### config.mk
export PLATFORM = sky130hd
export DESIGN_NAME = gpr_write_scheduler
export DESIGN_NICKNAME = d
export VERILOG_FILES = /design/src/rtl/gpr_sched_pkg.sv /design/src/rtl/rr_pick.sv /design/src/rtl/gpr_write_scheduler.sv
export SDC_FILE = /design/constraint.sdc
export NUM_CORES = 1
export LEC_CHECK = 0
export BUFFER_PORTS_ARGS = -buffer_cell sky130_fd_sc_hd__buf_2
export CELL_PAD_IN_SITES_DETAIL_PLACEMENT = 0
export CELL_PAD_IN_SITES_GLOBAL_PLACEMENT = 1
export CORE_MARGIN = 1.5
export CORE_UTILIZATION = 25
export DETAILED_ROUTE_END_ITERATION = 6
export PLACE_DENSITY_LB_ADDON = 0.1
export SLEW_MARGIN = 15
export SYNTH_ARGS = -nofsm -noshare
export SYNTH_HDL_FRONTEND = slang
export SYNTH_HIERARCHICAL = 1
export SYNTH_SLANG_ARGS = --single-unit
export TNS_END_PERCENT = 1
### constraint.sdc
create_clock -name clk -period 4.7 [get_ports clk]
set_clock_uncertainty 0.15 [all_clocks]
set_input_delay 0.47 -clock clk [delete_from_list [all_inputs] [get_ports clk]]
set_output_delay 0.47 -clock clk [all_outputs]
set_load 0.02 [all_outputs]
### src/rtl/gpr_sched_pkg.sv
// Shared types and helpers for the GPR write-port scheduler.
package gpr_sched_pkg;

  typedef enum logic [0:0] {
    CLEAR = 1'b0,
    RUN   = 1'b1
  } sched_state_t;

  // Modulo-n increment of a round-robin index.
  function automatic int unsigned ptr_wrap(input int unsigned idx, input int unsigned n);
    return (idx + 1 >= n) ? 0 : idx + 1;
  endfunction

endpackage

### src/rtl/rr_pick.sv
// Rotate-priority search: first eligible requester at or after ptr, modulo NUM_REQ.
module rr_pick #(
  parameter int NUM_REQ = 3,
  localparam int IW = $clog2(NUM_REQ)
) (
  input  logic [NUM_REQ-1:0] valid,
  input  logic [IW-1:0]      ptr,
  input  logic [NUM_REQ-1:0] excl,
  output logic [NUM_REQ-1:0] grant,
  output logic [IW-1:0]      idx,
  output logic               found
);

  logic [NUM_REQ-1:0] elig;
  int                 j;

  assign elig = valid & ~excl;

  // NOTE: every output gets a default before the loop so no path leaves one unassigned (no latch).
  always_comb begin
    grant = '0;
    idx   = '0;
    found = 1'b0;
    j     = 0;
    for (int k = 0; k < NUM_REQ; k++) begin
      j = (int'(ptr) + k) % NUM_REQ;
      if (!found && elig[j]) begin
        found    = 1'b1;
        grant[j] = 1'b1;
        idx      = j[IW-1:0];
      end
    end
  end

endmodule

### src/rtl/gpr_write_scheduler.sv
// Shares the two register-file write ports between NUM_REQ writeback requesters and runs the clear sequence.
module gpr_write_scheduler
  import gpr_sched_pkg::*;
#(
  parameter int BUS_WIDTH = 8,
  parameter int DEPTH     = 3,
  parameter int NUM_REQ   = 3,
  localparam int AW = $clog2(DEPTH)
) (
  input  logic                              clk,
  input  logic                              rst_n,
  input  logic [NUM_REQ-1:0]                req_valid,
  input  logic [NUM_REQ-1:0][AW-1:0]        req_addr,
  input  logic [NUM_REQ-1:0][BUS_WIDTH-1:0] req_data,
  output logic [NUM_REQ-1:0]                req_ready,
  input  logic                              clear_req,
  output logic                              clear_busy,
  output logic                              we_a,
  output logic                              we_b,
  output logic [AW-1:0]                     wr_addr_a,
  output logic [AW-1:0]                     wr_addr_b,
  output logic [BUS_WIDTH-1:0]              wr_data_a,
  output logic [BUS_WIDTH-1:0]              wr_data_b,
  output logic                              err_addr
);

  localparam int          IW      = $clog2(NUM_REQ);
  localparam logic [AW:0] DEPTH_W = (AW+1)'(DEPTH);

  sched_state_t        state;
  logic [AW:0]         clr_addr;
  logic [AW:0]         clr_addr_b;
  logic [AW+1:0]       clr_addr_end;
  logic [IW-1:0]       rr_ptr;

  logic [NUM_REQ-1:0]  grant_a, grant_b, same_addr;
  logic [IW-1:0]       idx_a, idx_b;
  logic                found_a, found_b;
  logic [AW-1:0]       addr_a, addr_b;
  logic [BUS_WIDTH-1:0] data_a, data_b;
  logic                oob_a, oob_b;
  logic                run_ok;

  assign clear_busy   = (state == CLEAR);
  assign run_ok       = (state == RUN) && !clear_req;
  assign clr_addr_b   = clr_addr + 1'b1;
  assign clr_addr_end = {1'b0, clr_addr} + (AW+2)'(2);

  rr_pick #(.NUM_REQ(NUM_REQ)) u_pick_a (
    .valid (req_valid),
    .ptr   (rr_ptr),
    .excl  ('0),
    .grant (grant_a),
    .idx   (idx_a),
    .found (found_a)
  );

  assign addr_a = req_addr[idx_a];
  assign data_a = req_data[idx_a];

  // Port B skips A's winner and anything aimed at A's register, so the two ports never collide.
  always_comb begin
    same_addr = '0;
    for (int i = 0; i < NUM_REQ; i++) begin
      same_addr[i] = (req_addr[i] == addr_a);
    end
  end

  rr_pick #(.NUM_REQ(NUM_REQ)) u_pick_b (
    .valid (req_valid),
    .ptr   (rr_ptr),
    .excl  (grant_a | same_addr),
    .grant (grant_b),
    .idx   (idx_b),
    .found (found_b)
  );

  assign addr_b    = req_addr[idx_b];
  assign data_b    = req_data[idx_b];
  assign oob_a     = ({1'b0, addr_a} >= DEPTH_W);
  assign oob_b     = ({1'b0, addr_b} >= DEPTH_W);
  assign req_ready = run_ok ? (grant_a | grant_b) : '0;

  // NOTE: all state here is sequential, so it is written with non-blocking assignments only.
  always_ff @(posedge clk) begin
    if (!rst_n) begin
      state     <= CLEAR;
      clr_addr  <= '0;
      rr_ptr    <= '0;
      we_a      <= 1'b0;
      we_b      <= 1'b0;
      wr_addr_a <= '0;
      wr_addr_b <= '0;
      wr_data_a <= '0;
      wr_data_b <= '0;
      err_addr  <= 1'b0;
    end else begin
      we_a      <= 1'b0;
      we_b      <= 1'b0;
      wr_addr_a <= '0;
      wr_addr_b <= '0;
      wr_data_a <= '0;
      wr_data_b <= '0;
      err_addr  <= 1'b0;
      case (state)
        CLEAR: begin
          we_a      <= 1'b1;
          wr_addr_a <= clr_addr[AW-1:0];
          we_b      <= (clr_addr_b < DEPTH_W);
          wr_addr_b <= clr_addr_b[AW-1:0];
          clr_addr  <= clr_addr + (AW+1)'(2);
          if (clr_addr_end >= {1'b0, DEPTH_W}) state <= RUN;
        end
        RUN: begin
          if (clear_req) begin
            state    <= CLEAR;
            clr_addr <= '0;
          end else begin
            if (found_a) begin
              we_a      <= !oob_a;
              wr_addr_a <= addr_a;
              wr_data_a <= data_a;
            end
            if (found_b) begin
              we_b      <= !oob_b;
              wr_addr_b <= addr_b;
              wr_data_b <= data_b;
            end
            err_addr <= (found_a && oob_a) || (found_b && oob_b);
            if (found_b)      rr_ptr <= IW'(ptr_wrap(32'(idx_b), NUM_REQ));
            else if (found_a) rr_ptr <= IW'(ptr_wrap(32'(idx_a), NUM_REQ));
          end
        end
        default: state <= CLEAR;
      endcase
    end
  end

endmodule

==> results.json, run 1 <==
{
  "die_area_um2": 9330,
  "synth_simple_gate_area_share": 0.270,
  "final.min_clock_period_ns": 4.62,
  "critPathMaxFanout": 7,
  "fp.dieW_um": 96.6,
  "numCtsBuffers": 3,
  "p_seq_frac": 0.289,
  "grt_pass1_vias": 2238,
  "clock_tree.buffer_depth": 2,
  "cts_tree": "yes",
  "synth_area_leaders": "dfxtp_1 26%, mux2i_1 11%, nor2_1 8.2%, ha_1 5.7%, a21oi_1 4.8%",
  "hold_viol_final": 0,
  "drive_gt1_frac": 0.361,
  "seq_area_um2": 566,
  "cts_num_sinks": 28,
  "synthCells": 265,
  "htreeDepth": 1,
  "yosys.area_share.xor_xnor": 0.00800,
  "arrival_ns": 4.00,
  "rsz0062_at_grt": "true",
  "finalNetCount": 413,
  "stdcell_count": 471,
  "multi_input_area_um2": 1690,
  "setup_violations": 0,
  "yosys-top-cells-count": "48 x nor2_1, 28 x dfxtp_1, 24 x mux2i_1",
  "cp-end-kind": "primary output",
  "peakVddDrop_mv": 0.0967,
  "cp_slowest_cell": "or4b_4",
  "synth_area_leader_cell": "dfxtp_1",
  "cp.required_ns": 4.08,
  "placed_cells": 458,
  "fin_crit_sh": 0.983,
  "hold_class": "input pin to register",
  "start_util": 0.263,
  "cp_top_family": "simple AND/OR/NAND/NOR gates",
  "synth_area_um2": 2190,
  "post-place-ws_ns": 0.102,
  "fillers": 913,
  "setup.worst_path.class": "register to primary output",
  "grt_pass1_wl_mm": 11.4,
  "synth_top_family_by_area": "simple AND/OR/NAND/NOR gates",
  "p_per_area_nw_per_um2": 295,
  "avgRoutedWirePerCell_um": 15.2,
  "slew_violations": 0,
  "finalPower_mw": 0.919,
  "async_flop_share": 0,
  "vias_per_cell": 4.77,
  "clock_latency_ns": 0.27,
  "yosysTopAreaCellShare": 0.256,
  "grt_usage": 0.146,
  "yosysMostFrequentCell": "nor2_1",
  "wl_mm": 7.15,
  "fp-row-count": 33,
  "numPortBuffers": 62,
  "cap_violations": 0,
  "internal_power_mw": 0.583,
  "muxShareOfSynthArea": 0.134,
  "cts_root_buf": "clkbuf_8",
  "post-route-drc-count": 0,
  "crit_chain": "inv_2 -> ha_4 -> or4b_4 -> nand4_1 -> o311ai_4 -> and2b_4 -> a221oi_2 -> a31oi_2 -> o21bai_4 -> or4b_4 -> o211a_4 -> mux2_4 -> mux2_2 -> o21a_1 -> buf_6",
  "max_stage_delay_ns": 0.57,
  "hpwl_mm": 5.39,
  "drtIter0Drc": 83,
  "pwr-share-comb": 0.500,
  "synth-adder-area-share": 0.0571,
  "yosysWarnings": 6,
  "swShare": 0.366,
  "area_delta_synth_final_pct": 42.3,
  "n_antenna_cell": 0,
  "io_pins": 63,
  "layout_setup_ws_ns": 0.0780,
  "max_freq_mhz": 216,
  "synth-main-ff-cell": "dfxtp_1",
  "grt-ovfl-total": 0,
  "antenna_found_initial": 0,
  "synth-edff-count": 0,
  "pwr-share-clk": 0.211,
  "vias": 2249,
  "ant_nets": 0,
  "fin_util": 0.374,
  "worst_path_most_repeated_cell": "or4b_4",
  "synth_cell_types": 48,
  "syn_area_per_cell_um2": 8.27,
  "synth_compound_area_frac": 0.212,
  "max_slew_margin": 0.551,
  "power_switching_mw": 0.337,
  "routabilityCongestion": 0.815,
  "core_um2": 8340,
  "outcome": "finished clean",
  "worst_slew_pin_slew_ns": 0.664,
  "die_h_um": 96.6,
  "yosysSeqAreaShare": 0.256,
  "ys_ff_latch": 28,
  "p_leak_nw": 1.43,
  "critPathLaunchType": "register",
  "dr.pass1.iters": 4,
  "clk_pin_slew_ns": 0.10,
  "path_buf_inv": 2,
  "grt_max_degree": 17
}
-- path summary, 6_finish.rpt --
kind                     start      endpoint  slack, ns  depth (start not counted)
setup / recovery     rr_ptr[0]  req_ready[0]       0.08                         15
hold / removal    req_data[20]  wr_data_b[4]       0.28                          3
setup reg to reg     rr_ptr[0]  wr_data_b[7]       0.43                         18
hold reg to reg    clr_addr[1]  wr_addr_a[1]       0.36                          2
-- layer usage --
metal	share of wire	vias up	global-route usage
met5	0	-	0
li1	-	1149	-
met1	0.51	1043	0.207
met3	0.042	4	0.0224
met4	0.0080	0	0.0323
met2	0.44	53	0.235
-- flip-flops by register name, indices dropped and copies added, names as in the netlist, 2 cells and up --
signal     cells
wr_addr_b      2
wr_addr_a      2
clr_addr       2
wr_data_b      8
rr_ptr         2
wr_data_a      8
-- metrics by stage --
step,TNS (ns),hold WS [ns],instance area (µm²)
4_1_cts,0,0.268,2930
6_report,0,0.284,3120
5_1_grt,-0.0946,0.288,3120
2_1_floorplan,0,0.284,2230
3_3_place_gp,0,0.348,2800
3_5_place_dp,0,0.345,2800
-- power by group through the flow --
stage	registers (mW)	logic [mW]	clock network, mW
floorplan	0.285	0.260	0
global placement	0.270	0.420	0
detailed placement	0.271	0.415	0
CTS	0.265	0.426	0.207
global route	0.268	0.506	0.215
finish	0.265	0.460	0.194
-- cell usage in the layout, fill, tap and decap left out, drive strengths merged, types with 3 or more instances in the layout --
cell type / synthesis / routed
a21oi: 21 / 21
a22o: 5 / 5
buf: 8 / 95
clkbuf: 1 / 3
conb: 1 / 12
dfxtp: 28 / 28
ha: 10 / 10
inv: 16 / 16
mux2: 4 / 4
mux2i: 24 / 24
nand2: 11 / 11
nand2b: 9 / 9
nand3: 4 / 4
nand3b: 4 / 4
nand4bb: 6 / 6
nor2: 48 / 48
nor2b: 4 / 4
nor4bb: 4 / 4
o21a: 3 / 3
o21ai: 7 / 7
o22ai: 6 / 6
o2bb2ai: 6 / 6
or4b: 4 / 4
-- cell families (layout without fill, tap and decap cells) --
| family | Yosys count | count (layout) |
|---|---|---|
| adders and majority gates | 10 | 10 |
| DFF | 28 | 28 |
| xor gates and xnor gates | 2 | 2 |
| other | 1 | 12 |
| buffers and inverters | 25 | 115 |
| AOI/OAI and AO/OA | 67 | 67 |
| muxes | 28 | 28 |
| and+or+nand+nor | 104 | 104 |
-- layout make-up --
cell class                      count  share of cell area
Multi-Input combinational cell    223               0.542
Timing Repair Buffer               95               0.193
Sequential cell                    28               0.181
Tap cell                          105              0.0422
Inverter                           16              0.0193
Clock buffer                        3              0.0132
Clock inverter                      1             0.00963
-- repair_timing --
action,4_1_cts,5_1_grt
hold buffers,0,0
endpoints found under the hold margin,0,0
buffers inserted,2,7
endpoints found under the setup margin,3,3
pin swaps,0,15
resized for setup,11,26
-- worst min-delay path: cells and delay by family --
| kind | cells | cell delay, ns |
|---|---|---|
| AO/OA/AOI/OAI | 1 | 0.05 |
| buffers and inverters | 1 | 0.09 |
| AND/OR/NAND/NOR | 1 | 0.07 |
Note: power is estimated with default switching activity, not from simulation.
==> run 2: changes to the inputs <==
Settings changed: CORE_ASPECT_RATIO set to 0.9.
==> run 2 against run 1 <==
  * Maximum frequency hardly changed
  * Global-route usage is 0.56 points higher
  * Sequential share of layout area hardly changed
  * Core utilization is 0.69 points lower
  * Sequential cell count stayed put
  * Non-clock buffer count is 1 higher
  * Critical endpoint unchanged
==> results.json, run 2 (synthesis results as in run 1) <==
{
  "path_depth": 15,
  "fp-row-count": 32,
  "cp_slowest_cell": "or4b_4",
  "multi_input_area_um2": 1730,
  "critPathLaunchType": "register",
  "vias_per_cell": 4.72,
  "seq_area_um2": 568,
  "clock_tree.buffer_depth": 2,
  "post-route-drc-count": 0,
  "cp_top_family": "simple AND/OR/NAND/NOR gates",
  "n_antenna_cell": 0,
  "core_um2": 8530,
  "grt_pass1_wl_mm": 11.1,
  "drive_gt1_frac": 0.372,
  "die_area_um2": 9330,
  "numPortBuffers": 62,
  "routabilityCongestion": 0.764,
  "cp.required_ns": 4.08,
  "setup_violations": 0,
  "grt_pass1_vias": 2162,
  "die_h_um": 91.8,
  "grt-ovfl-total": 0,
  "avgRoutedWirePerCell_um": 15.0,
  "mostFrequentLayoutCell": "buf_2",
  "outcome": "finished clean",
  "cp-end-kind": "primary output",
  "grt_usage": 0.152,
  "crit_chain": "buf_12 -> ha_4 -> or4b_4 -> nand4_1 -> o311ai_4 -> and2b_4 -> a221oi_2 -> a31oi_2 -> o21bai_4 -> or4b_4 -> o211a_4 -> mux2_4 -> mux2_2 -> o21a_1 -> buf_6",
  "placed_area_um2": 2780,
  "setup.worst_path.class": "register to primary output",
  "start_util": 0.257,
  "path_buf_inv": 2,
  "fillers": 932,
  "finalNetCount": 414,
  "final_cell_mix": "61 x buf_2, 46 x nor2_1, 33 x buf_4",
  "arrival_ns": 4.00,
  "fp.dieW_um": 102,
  "dr.pass1.iters": 4,
  "cts_num_sinks": 28,
  "cts_tree": "yes",
  "final.min_clock_period_ns": 4.62,
  "clock_latency_ns": 0.27,
  "max_freq_mhz": 217,
  "finalPower_mw": 0.861,
  "ant_nets": 0,
  "critPathMaxFanout": 7,
  "p_leak_nw": 1.43,
  "peakVddDrop_mv": 0.133,
  "clk_pin_slew_ns": 0.10,
  "hold_class": "input pin to register",
  "area_delta_synth_final_pct": 42.8,
  "antenna_found_initial": 0,
  "max_stage_delay_ns": 0.52,
  "hold_slack_ns": 0.282,
  "cap_violations": 0,
  "cts_root_buf": "clkbuf_8",
  "fin_area_um2": 3130,
  "fin_crit_sh": 0.982,
  "worst_path_most_repeated_cell": "or4b_4",
  "hpwl_mm": 5.44,
  "reg2regPathDepth": 18,
  "top_regs": "wr_data_a (8), wr_data_b (8)",
  "vias": 2290,
  "fin_util": 0.367,
  "slew_violations": 0,
  "wl_mm": 7.29,
  "io_pins": 63,
  "grt_max_degree": 15,
  "numCtsBuffers": 3,
  "min_path_cells": 3,
  "htreeDepth": 1,
  "drtIter0Drc": 65,
  "hold_viol_final": 0,
  "p_per_area_nw_per_um2": 275
}
==> run 2: area by class of cell <==
cell class / count / share of cell area
multi-input cells: 223 / 0.552
repair buffers: 96 / 0.187
flip-flops and latches: 28 / 0.182
well taps: 119 / 0.0476
inverters: 16 / 0.0192
clock buffers: 3 / 0.0132
==> run 2: power by group <==
| group | total [mW] | internal, mW | switching, mW |
|---|---|---|---|
| Clock | 0.136 | 0.0577 | 0.0784 |
| Sequential | 0.265 | 0.256 | 0.00985 |
| Combinational | 0.460 | 0.211 | 0.249 |
==> run 2: final timing paths <==
path / end / slack [ns] / startpoint
worst min register to register: wr_addr_a[1] / 0.32 / clr_addr[1]
worst max-delay path: req_ready[0] / 0.08 / rr_ptr[1]
worst min-delay path: wr_data_b[0] / 0.28 / req_data[16]
worst max register to register: we_b / 0.40 / rr_ptr[1]
==> run 2: metal layers <==
layer | routed length [µm] | part of all wire | global-route usage
met1 | 3470 | 0.48 | 0.207
met2 | 3490 | 0.48 | 0.257
met3 | 311 | 0.043 | 0.0267
met4 | 25 | 0.0034 | 0.0174
met5 | 0 | 0 | 0
==> run 2: worst register-to-register path: stages, from the launching register on <==
cell,delay (ns)
dfxtp_4,0.37
buf_12,0.13
ha_4,0.16
or4b_4,0.52
nand4_1,0.16
o311ai_4,0.16
and2b_4,0.33
a221oi_2,0.08
a31oi_2,0.22
o21bai_4,0.12
or4b_1,0.55
nand3_2,0.14
buf_4,0.14
o21ai_1,0.06
o311ai_1,0.14
nor2b_1,0.33
o2bb2ai_1,0.20
a21oi_1,0.11
a21o_1,0.16
==> run 2: repair_timing <==
| action | CTS | global route |
|---|---|---|
| pin swaps | 6 | 11 |
| buffers inserted | 9 | 4 |
| setup endpoints to repair | 3 | 2 |
| hold buffers | 0 | 0 |
| hold endpoints to repair | 0 | 0 |
| gates resized for setup | 24 | 17 |
==> run 2: through the flow <==
step                      std cells  setup TNS [ns]  setup WS [ns]
final                           485               0         0.0826
after global placement          469               0         0.0995
after floorplan                 276               0          0.360
after CTS                       481               0       0.000683
after global routing            485         -0.0437        -0.0437
after detailed placement        469               0         0.0191
==> run 3: changes to the inputs <==
Settings changed: ABC_AREA set to 1, CORE_UTILIZATION 25 to 36, SYNTH_HIERARCHICAL 1 to unset.
==> run 3 against run 2 <==
  * Count of clock-buffer cells in the layout unchanged
  * Via count decreased by 6.9%
  * Core utilization increased by 7.1 points
  * Global-route usage increased by 3.8 points
  * Maximum frequency increased by 7.8%
  * Clock power decreased by 5%
  * Critical endpoint is now req_ready[1]
  * Register-to-register slack improved by 0.48 ns
  * Critical path type unchanged
  * Final area decreased by 21%
  * Highest routed layer unchanged
  * Largest cell class unchanged
  * Routed wire length decreased by 20%
  * Worst setup slack improved by 0.33 ns
  * Critical path depth increased by 5
==> results.json, run 3 <==
{
  "numPortBuffers": 62,
  "fin_setup_tns_ns": 0,
  "grt_usage": 0.190,
  "rsz0062_at_grt": "false",
  "r2r_start": "rr_ptr[0]",
  "yosys-top-cells-count": "96 x nand2_1, 28 x dfxtp_1, 25 x inv_1",
  "fp.dieW_um": 83.1,
  "setup_violations": 0,
  "ys_ff_latch": 28,
  "timing.rr.end": "we_b",
  "worst_path_most_repeated_cell": "nand2_2",
  "synth_area_leaders": "dfxtp_1 27%, nand2_1 17%, nand2_2 7.2%, nand3_1 5.8%, a31oi_1 4.8%",
  "cp_slowest_cell": "ha_2",
  "die_h_um": 75.1,
  "area_delta_synth_final_pct": 18.5,
  "grt-ovfl-total": 0,
  "clock_latency_ns": 0.27,
  "holdBufCountCts": 0,
  "dr.pass1.iters": 4,
  "reg2regPathDepth": 22,
  "r2r_setup_slack_ns": 0.88,
  "arrival_ns": 3.66,
  "vias": 2132,
  "avgRoutedWirePerCell_um": 13.5,
  "multi_input_area_um2": 1310,
  "slew_violations": 0,
  "fillers": 637,
  "drtIter0Drc": 100,
  "yosysMostFrequentCell": "nand2_1",
  "yosysSeqAreaShare": 0.270,
  "critPathLaunchType": "register",
  "n_antenna_cell": 0,
  "finalPower_mw": 1.21,
  "clock_tree.buffer_depth": 2,
  "endpoint": "req_ready[1]",
  "max_freq_mhz": 233,
  "cap_violations": 0,
  "worst_slew_pin_slew_ns": 0.737,
  "die_area_um2": 6240,
  "grt_max_degree": 15,
  "cp-startpoint": "rr_ptr[0]",
  "p_per_area_nw_per_um2": 492,
  "io_pins": 63,
  "max_stage_delay_ns": 0.46,
  "hold_viol_final": 0,
  "finalNetCount": 409,
  "synth_area_um2": 2080,
  "synth_nets": 347,
  "cp.required_ns": 4.08,
  "synth_cell_types": 36,
  "htreeDepth": 1,
  "hpwl_mm": 4.57,
  "max_slew_margin": 0.507,
  "outcome": "finished clean",
  "synthCells": 305,
  "fp-row-count": 26,
  "yosysTopAreaCellShare": 0.270,
  "routabilityCongestion": 0.878,
  "vias_per_cell": 4.90,
  "start_util": 0.369,
  "final_cell_mix": "96 x nand2_1, 62 x buf_2, 28 x dfxtp_1",
  "cts_root_buf": "clkbuf_8",
  "p_leak_nw": 1.26,
  "seq_area_um2": 561,
  "final.min_clock_period_ns": 4.28,
  "peakVddDrop_mv": 0.187,
  "hold_class": "input pin to register",
  "mostFrequentLayoutCell": "nand2_1",
  "cp-end-kind": "primary output",
  "clk_pin_slew_ns": 0.09,
  "grt_pass1_vias": 1943,
  "antenna_found_initial": 0,
  "synth-main-ff-cell": "dfxtp_1",
  "synth-edff-count": 0,
  "yosysWarnings": 0,
  "syn_area_per_cell_um2": 6.82,
  "post-route-drc-count": 0,
  "fin_crit_sh": 0.911,
  "grt_pass1_wl_mm": 9.34,
  "wl_mm": 5.87,
  "synth_area_leader_cell": "dfxtp_1",
  "setup.worst_path.class": "register to primary output",
  "ant_nets": 0,
  "async_flop_share": 0,
  "crit_chain": "inv_1 -> ha_2 -> inv_4 -> nand2_1 -> nand3_1 -> nand2_1 -> nand4_2 -> nand2_2 -> nand2_2 -> nand2_4 -> xor2_1 -> nand2_2 -> nand4_2 -> inv_2 -> nor2_4 -> nand3_4 -> nand2_4 -> nor2_1 -> nor2_1 -> buf_2",
  "core_um2": 5630,
  "drive_gt1_frac": 0.345,
  "cts_tree": "yes",
  "top_regs": "wr_data_a (8), wr_data_b (8)",
  "critPathMaxFanout": 13,
  "cts_num_sinks": 28,
  "numCtsBuffers": 3
}
-- run 3: cell count changes in the layout (fill, tap and decap cells not counted), moves of 11 or more --
cell	delta
nand2_1	+86
buf_4	-31
nor2_1	-26
mux2i_1	-24
nand3_1	+24
nand2_2	+23
a21oi_1	-20
a31oi_1	+16
conb_1	-12
inv_1	+11
-- run 3: worst min-delay path by stage --
stage	startpoint	endpoint	slack [ns]	cells past startpoint
detailed placement	clr_addr[1]	clr_addr[1]	0.30	1
global placement	clr_addr[1]	clr_addr[1]	0.30	1
CTS	rst_n	clr_addr[1]	0.30	3
floorplan	clr_addr[1]	clr_addr[1]	0.28	1
finish	rst_n	clr_addr[1]	0.30	3
global route	req_data[2]	wr_data_a[2]	0.33	3
-- run 3: final cells by class --
type / count / share of cell area
Clock buffer: 3 / 0.0168
Inverter: 36 / 0.0558
Multi-Input combinational cell: 234 / 0.532
Sequential cell: 28 / 0.227
Tap cell: 70 / 0.0355
Timing Repair Buffer: 64 / 0.132
-- run 3: cell families (layout without fill, tap and decap cells) --
family / after synthesis / count (layout) / synth area share
AND/OR/NAND/NOR: 190 / 190 / 0.471
buffers and inverters: 43 / 103 / 0.100
AO/OA/AOI/OAI: 37 / 37 / 0.119
flip-flops: 28 / 28 / 0.270
adder cells (fa/ha/maj): 6 / 6 / 0.0361
XOR/XNOR: 1 / 1 / 0.00421
-- run 3: power by group --
part / internal (mW) / leakage [nW] / switching, mW / total [mW]
Combinational: 0.247 / 1.01 / 0.561 / 0.807
Sequential: 0.267 / 0.228 / 0.0103 / 0.277
Clock: 0.0576 / 0.0216 / 0.0711 / 0.129
-- run 3: metal layers --
| layer | GRT usage | wire length, µm |
|---|---|---|
| met5 | 0 | 0 |
| met4 | 0.0407 | 53 |
| met3 | 0.0340 | 224 |
| met2 | 0.317 | 2670 |
| met1 | 0.261 | 2920 |
-- run 3: critical path, delay by kind of cell, from the launching register on --
family	cells	cell delay, ns
flip-flops	1	0.39
AND/OR/NAND/NOR	14	1.90
buffers and inverters	4	0.45
XOR/XNOR	1	0.18
adder cells (fa/ha/maj)	1	0.46
-- run 3: metrics by stage --
step / cells / setup WS, ns / hold slack (ns) / cell area (µm²) / utilization
2_1_floorplan: 305 / 1.20 / 0.276 / 2080 / -
3_3_place_gp: 430 / 0.547 / 0.297 / 2410 / 0.428
6_report: 435 / 0.417 / 0.303 / 2460 / 0.438
5_1_grt: 435 / 0.0418 / 0.329 / 2460 / 0.438
3_5_place_dp: 430 / 0.486 / 0.299 / 2410 / 0.428
4_1_cts: 433 / 0.162 / 0.300 / 2450 / 0.435
-- run 3: repair_timing --
item / in CTS / in global routing
gates resized for setup: 0 / 1
setup endpoints to repair: 0 / 2
buffers inserted: 0 / 2
